`src/rtl/uart_tx_frame.sv`:
```
// uart_tx_frame: parametrised UART transmitter, one valid/ready word per 8N1-style frame with optional parity
// Ports: clk system clock; rst_n async active-low reset; tx_vld/tx_data upstream word (sampled on accept);
//        tx_rdy high only when idle; uart_tx serial line (idles high); tx_busy high while a frame is on the line;
//        tx_done one-cycle pulse at frame completion.
// Optional feature: define UART_TX_PARITY_EN to insert a parity bit selected by PARITY (0 none, 1 odd, 2 even).
module uart_tx_frame #(
  parameter int CLK_HZ    = 100_000_000,
  parameter int BAUD      = 9600,
  parameter int DATA_BITS = 8,
  parameter int STOP_BITS = 1,
  parameter int PARITY    = 0
) (
  input  logic                 clk,
  input  logic                 rst_n,
  input  logic                 tx_vld,
  input  logic [DATA_BITS-1:0] tx_data,
  output logic                 tx_rdy,
  output logic                 uart_tx,
  output logic                 tx_busy,
  output logic                 tx_done
);
  localparam int DIV = (CLK_HZ + BAUD / 2) / BAUD;
  localparam int BW = DIV > 1 ? $clog2(DIV) : 1;
  if (DATA_BITS < 5 || DATA_BITS > 9 || STOP_BITS < 1 || STOP_BITS > 2 || DIV < 2) begin : g_bad_param
    $error("uart_tx_frame: unsupported DATA_BITS, STOP_BITS or clock/baud ratio");
  end
  typedef enum logic [2:0] {S_IDLE, S_START, S_DATA, S_PAR, S_STOP} state_e;
  state_e                 state_q, state_d;
  logic [BW-1:0]          baud_q, baud_d;
  logic [3:0]             bit_q, bit_d;
  logic [DATA_BITS-1:0]   shreg_q, shreg_d;
  logic                   tx_q, tx_d;
  logic                   rdy_q, rdy_d;
  logic                   busy_q, busy_d;
  logic                   done_q, done_d;
  logic                   tick;
  logic                   par_q;
`ifdef UART_TX_PARITY_EN
  localparam bit PAR_ON = PARITY != 0;
  logic par_d;
  // parity is taken from the word as latched, so later tx_data changes cannot affect it
  always_comb par_d = (tx_vld && rdy_q) ? (PARITY == 1 ? ~^tx_data : ^tx_data) : par_q;
  always_ff @(posedge clk or negedge rst_n)
    if (!rst_n) par_q <= 1'b0;
    else par_q <= par_d;
`else
  localparam bit PAR_ON = 1'b0 & (PARITY != 0);
  assign par_q = 1'b0;
`endif
  assign tick = baud_q == BW'(DIV - 1);
  always_comb begin
    state_d = state_q;
    baud_d  = (state_q == S_IDLE || tick) ? '0 : baud_q + 1'b1;
    bit_d   = bit_q;
    shreg_d = shreg_q;
    tx_d    = tx_q;
    rdy_d   = rdy_q;
    busy_d  = busy_q;
    done_d  = 1'b0;
    case (state_q)
      S_IDLE: if (tx_vld && rdy_q) begin
        state_d = S_START;
        shreg_d = tx_data;
        bit_d   = '0;
        tx_d    = 1'b0;
        rdy_d   = 1'b0;
        busy_d  = 1'b1;
      end
      S_START: if (tick) begin
        state_d = S_DATA;
        tx_d    = shreg_q[0];
      end
      S_DATA: if (tick) begin
        if (bit_q == 4'(DATA_BITS - 1)) begin
          state_d = PAR_ON ? S_PAR : S_STOP;
          tx_d    = PAR_ON ? par_q : 1'b1;
          bit_d   = '0;
        end else begin
          // bit k+1 sits at index 1 of the word shifted k times
          shreg_d = shreg_q >> 1;
          tx_d    = shreg_q[1];
          bit_d   = bit_q + 1'b1;
        end
      end
      S_PAR: if (tick) begin
        state_d = S_STOP;
        tx_d    = 1'b1;
      end
      S_STOP: if (tick) begin
        if (bit_q == 4'(STOP_BITS - 1)) begin
          state_d = S_IDLE;
          bit_d   = '0;
          rdy_d   = 1'b1;
          busy_d  = 1'b0;
          done_d  = 1'b1;
        end else begin
          bit_d = bit_q + 1'b1;
        end
      end
      default: state_d = S_IDLE;
    endcase
  end
  always_ff @(posedge clk or negedge rst_n)
    if (!rst_n) begin
      state_q <= S_IDLE;
      baud_q  <= '0;
      bit_q   <= '0;
      shreg_q <= '0;
      tx_q    <= 1'b1;
      rdy_q   <= 1'b1;
      busy_q  <= 1'b0;
      done_q  <= 1'b0;
    end else begin
      state_q <= state_d;
      baud_q  <= baud_d;
      bit_q   <= bit_d;
      shreg_q <= shreg_d;
      tx_q    <= tx_d;
      rdy_q   <= rdy_d;
      busy_q  <= busy_d;
      done_q  <= done_d;
    end
  assign uart_tx = tx_q;
  assign tx_rdy  = rdy_q;
  assign tx_busy = busy_q;
  assign tx_done = done_q;
endmodule

```
`config.mk`:
```
export PLATFORM = sky130hd
export DESIGN_NAME = uart_tx_frame
export DESIGN_NICKNAME = d
export VERILOG_FILES = /design/src/rtl/uart_tx_frame.sv
export SDC_FILE = /design/constraint.sdc
export NUM_CORES = 1
export LEC_CHECK = 0
export CORE_UTILIZATION = 61
export DETAILED_ROUTE_END_ITERATION = 10
export PLACE_DENSITY = 0.93
export SYNTH_ARGS = -nofsm -noshare
export SYNTH_HDL_FRONTEND = slang
export SYNTH_SLANG_ARGS = --single-unit
```
`constraint.sdc`:
```
create_clock -name clk -period 5.4 [get_ports clk]
set_input_delay 0.81 -clock clk [delete_from_list [all_inputs] [get_ports clk]]
set_output_delay 0.81 -clock clk [all_outputs]
set_load 0.01 [all_outputs]
```
## After elaboration in Yosys (flattened, before gate mapping)

Index checks and enable logic that the tools add are counted.

| word-level totals | value |
|---|---|
| register bits | 33 |
| word-level logic and storage cells | 72 |
| bits of input ports | 11 |
| output and inout port bits | 4 |

| operators by class | value |
|---|---|
| equal/unequal tests | 14 |
| muxes and demuxes | 35 |
| add/sub/neg operators | 2 |
| reductions and logical operators | 13 |

Operators by type and width:

| operator | count |
|---|---|
| two-way mux 8 bit | 3 |
| two-way mux 3 bit | 7 |
| two-way mux 4 bit | 5 |
| one-hot mux 8 bit (2 select lines) | 1 |
| one-hot mux 3 bit (5 select lines) | 1 |
| adder 14 x 1 -> 14 bit, second input constant | 1 |
| == test 14 bit, second input constant | 1 |
| two-way mux 14 bit | 1 |
| != test 2 bit, second input constant | 7 |
| two-way mux 1 bit | 13 |
| one-hot mux 4 bit (3 select lines) | 1 |
| AND reduction 4 bit | 3 |
| AND reduction 7 bit | 1 |
| == test 3 x 2 -> 1 bit, second input constant | 2 |
| AND reduction 5 bit | 1 |
| adder 4 x 1 -> 4 bit, second input constant | 1 |
| == test 4 x 3 -> 1 bit, second input constant | 1 |
| zero test 4 bit | 1 |
| one-hot mux 1 bit (2 select lines) | 2 |
| one-hot mux 1 bit (4 select lines) | 1 |
| nonzero test 2 bit | 2 |
| nonzero test 4 bit | 1 |
| == test 3 x 1 -> 1 bit, second input constant | 1 |
| == test 3 bit, second input constant | 1 |
| other kinds (5) | 5 |

## Depth between registers and ports, before layout

| depth | value |
|---|---|
| word-level depth | 4 |
| mapped depth | 8 |
| depth with buffers taken out | 7 |

## Least setup slack after synthesis

Ideal clock, no wire load.

| timing path | value |
|---|---|
| path kind | register to register |
| start | reg baud_q[9] |
| end | reg shreg_q[0] |
| library setup time | 0.125 ns |
| period minus slack after synthesis | 2.386 ns |
| stages on the path, launching flop included | 7 |
| data arrival time | 2.261 ns |
| data required time | 5.275 ns |
| buffers on the path | 1 |
| slack | 3.014 ns |
| cells stage by stage | dfrtp_1 -> or4b_4 -> nor4_4 -> nand2b_1 -> a2111o_1 -> buf_6 -> mux2_2 |

| on the way | value |
|---|---|
| word-level cells in the longest chain between the ends | 3 |

Ends and longest elaborated chain:

| element | line | text |
|---|---|---|
| start, declared | 29 | `logic [BW-1:0] baud_q, baud_d;` |
| start signal, assigned | 115 | `baud_q <= baud_d;` |
| == test 14 bit | 50 | `assign tick = baud_q == BW'(DIV - 1);` |
| != test 2 bit (no source line) | - |  |
| AND reduction 4 bit (no source line) | - |  |
| end signal, assigned | 117 | `shreg_q <= shreg_d;` |
| end, declared | 31 | `logic [DATA_BITS-1:0] shreg_q, shreg_d;` |

Every way passes these cells.
A chain may end at the register's enable or synchronous reset.

## Worst setup path in the final report

Ends and elaborated chain as after synthesis.

==> flow_metrics.py <==
metrics = {
    "run_status": {
        "status": "finished, final reports clean",
    },
    "yosys": {
        "avgSynthCellArea_um2": 9.931,
        "syn_inst": 175,
        "synthDistinctLibCells": 36,
        "synth_seq_cells": 33,
        "synth_fp_nets": 190,
        "yosysWarnings": 0,
        "yosysSeqAreaShare_pct": 47.66,
        "netlist_area_um2": 1738,
    },
    "layout": {
        "antenna_cells": 0,
        "drive_above_1_share_pct": 15.79,
        "final_common_cell": "dfrtp_1",
        "nets": 204,
        "syn2layout_area_growth_pct": 13.39,
        "final_cell_mix": "dfrtp_1, nor2_1, nand2_1",
    },
    "worst_setup_path": {
        "worst-r2r-cell-count": 5,
        "end_kind": "flip-flop",
        "critPathArrivalTime_ns": 2.85,
        "crit_required_ns": 5.63,
        "r2r_start": "baud_q[9]$_DFF_PN0_",
        "cp_max_fo": 10,
        "startpoint_type": "flip-flop",
        "ff2ff_setup_slack_ns": 2.78,
        "path_class": "flip-flop to flip-flop",
        "r2r_end": "shreg_q[0]$_DFFE_PN0P_",
        "crit_start": "baud_q[9]$_DFF_PN0_",
        "setup.worst_path.end": "shreg_q[0]$_DFFE_PN0P_",
    },
    "power_and_ir_drop": {
        "p_int_uw": 366.1,
        "p_comb_share_pct": 3.4,
        "p_total_uw": 456.4,
        "sw_frac_of_total_pct": 19.79,
        "p_leak_nw": 0.8885,
        "power.net_switching_uw": 90.32,
        "peakVddDrop_v": 0.0001917,
        "power_frac_clock_pct": 42.5,
        "power_density_nw_per_um2": 231.6,
        "power_frac_seq_pct": 54.1,
    },
    "cts": {
        "post_cts_resized": 0,
        "post-cts-setup-buffers": 0,
        "cts_sinks": 33,
        "clockBufferDepth": 2,
        "cts-root-buf": "clkbuf_4",
        "cts_made_buffers": 5,
        "htree_levels": 2,
        "cts_tree": "built",
        "clk_pin_slew_worst_paths_ns": 0.10,
        "insertion_delay_ns": 0.34,
        "holdBufCountCts": 0,
    },
    "timing": {
        "final-hold-violation-count": 0,
        "fin_crit_ns": 2.623,
        "period_share_pct": 48.57,
        "tightest_slew_ns": 0.6147,
        "tns_ns": 0,
        "max-slew-margin-rel_pct": 59.02,
        "fmax_ghz": 0.3813,
        "rsz0062_at_grt": "false",
        "clock_skew_ns": 0.004572,
        "setup_viol_count_final": 0,
        "slew_viol_final": 0,
    },
    "floorplan": {
        "core_um2": 2590,
        "die_x_um": 55.38,
        "die-area_um2": 3066,
        "initial_core_util_pct": 67.10,
        "die_h_um": 55.38,
        "num_rows": 18,
        "io_pins": 15,
    },
    "global_route": {
        "grt_pass1_vias": 1339,
        "grt_overflow": 0,
        "antenna_found_initial": 0,
        "grt_start_max_net_pins": 34,
        "grt_pass1_wl_mm": 5.823,
        "grtUsageTotal_pct": 24.40,
    },
    "run": {
        "maxCapViolCount": 0,
    },
    "placed_design": {
        "numPortBuffers": 14,
        "dpl.hpwl_mm": 2.286,
        "gp_congestion": 0.8679,
    },
    "detailed_routing": {
        "vias": 1318,
        "wire_per_inst_um": 14.54,
        "drc": 0,
        "routed_wl_mm": 3.199,
        "vias_per_cell": 5.991,
        "drt_iter0_markers": 39,
        "ant_nets": 0,
        "drtPass1Iterations": 4,
    },
    "min_path": {
        "min-delay-start": "shreg_q[5]$_DFFE_PN0P_",
        "min_path_type": "flip-flop to flip-flop",
    },
}
[final cells by class]
type,instances,area (um^2)
Inverter,9,33.78
Timing Repair Buffer,15,147.6
Multi-Input combinational cell,125,838.3
Fill cell,164,619.3
Sequential cell,33,828.3
Clock buffer,7,55.05
Tap cell,30,37.54
Clock inverter,1,30.03
[synth_stat cells]
cell | count | share of area (%)
or3b_2 | 3 | 1.5
o21a_1 | 2 | 0.86
nor3_1 | 4 | 1.2
o41ai_1 | 1 | 0.50
xnor2_1 | 3 | 1.5
nor4_4 | 1 | 1.2
nand3b_1 | 2 | 0.86
nor2_1 | 18 | 3.9
or4b_4 | 1 | 0.79
xor2_1 | 9 | 4.5
dfstp_2 | 2 | 3.0
a2bb2oi_1 | 1 | 0.50
nand4_1 | 3 | 1.1
mux2i_1 | 1 | 0.58
o221ai_1 | 1 | 0.50
nand3_1 | 9 | 2.6
clkbuf_1 | 7 | 1.5
or2_2 | 1 | 0.36
nor4_1 | 1 | 0.36
buf_6 | 1 | 0.65
and3_1 | 1 | 0.36
nand2b_1 | 2 | 0.72
or3_1 | 1 | 0.36
nand2_1 | 16 | 3.5
ha_1 | 4 | 2.9
and2_1 | 1 | 0.36
dfrtp_1 | 31 | 45
o21ai_0 | 15 | 4.3
a2111o_1 | 1 | 0.65
inv_1 | 9 | 1.9
and4_1 | 1 | 0.50
mux2_2 | 14 | 9.1
and3b_1 | 1 | 0.50
a21oi_1 | 5 | 1.4
nor3b_1 | 1 | 0.43
nor2b_1 | 1 | 0.36
[registers in the layout (all words and copies together), names as in the netlist]
| name | flops |
|---|---|
| bit_q | 4 |
| shreg_q | 8 |
| tx_rdy | 1 |
| tx_done | 1 |
| uart_tx | 1 |
| baud_q | 14 |
| state_q | 3 |
| tx_busy | 1 |
[critical path, stage by stage (launching register included)]
cell and delay [ns]:
dfrtp_1 0.44, or4b_4 0.55, nor4_4 0.49, nand2b_1 0.10
a2111o_1 0.58, mux2_2 0.34
[logic make-up after synthesis]
logic type,share of synthesized area (%)
and+or+nand+nor,20.88
DFF,47.66
AOI/OAI and AO/OA,8.783
buffers and inverters,4.104
muxes,9.647
xor gates and xnor gates,6.048
adders and majority gates,2.880
[power by group through the flow]
stage / clock network, mW / registers (mW) / logic [mW]
2_1_floorplan: 0 / 0.252 / 0.00241
3_3_place_gp: 0 / 0.252 / 0.0149
3_5_place_dp: 0 / 0.252 / 0.0155
4_1_cts: 0.194 / 0.247 / 0.0157
5_1_grt: 0.210 / 0.247 / 0.0172
6_report: 0.194 / 0.247 / 0.0153
[layer usage]
metal  vias to the layer above  GRT usage (%)  wire (um)
li1                        626              -          -
met1                       647          29.04       1376
met3                         8          9.133        152
met4                         0          7.857         53
met2                        37          40.79       1617
met5                         -              0          0
[worst min-delay path by stage]
| stage | endpoint | slack (ns) | depth (start not counted) |
|---|---|---|---|
| 4_1_cts | shreg_q[5]$_DFFE_PN0P_ | 0.52 | 1 |
| 3_5_place_dp | shreg_q[5]$_DFFE_PN0P_ | 0.50 | 1 |
| 2_1_floorplan | shreg_q[0]$_DFFE_PN0P_ | 0.47 | 1 |
| 6_report | shreg_q[5]$_DFFE_PN0P_ | 0.52 | 1 |
| 5_1_grt | shreg_q[4]$_DFFE_PN0P_ | 0.55 | 1 |
| 3_3_place_gp | shreg_q[0]$_DFFE_PN0P_ | 0.48 | 1 |
[through the flow]
step | hold slack (ns) | util, % | setup slack, ns | std cells | cell area (um^2)
finish | 0.5177 | 76.09 | 2.777 | 220 | 1971
global route | 0.5467 | 76.09 | 2.646 | 220 | 1971
CTS | 0.5183 | 76.09 | 2.770 | 220 | 1971
detailed placement | 0.4960 | 72.80 | 2.804 | 212 | 1886
global placement | 0.4827 | 72.80 | 2.888 | 212 | 1886
floorplan | 0.4738 | - | 3.014 | 175 | 1738
No activity file was read; power rests on OpenSTA's default activity.
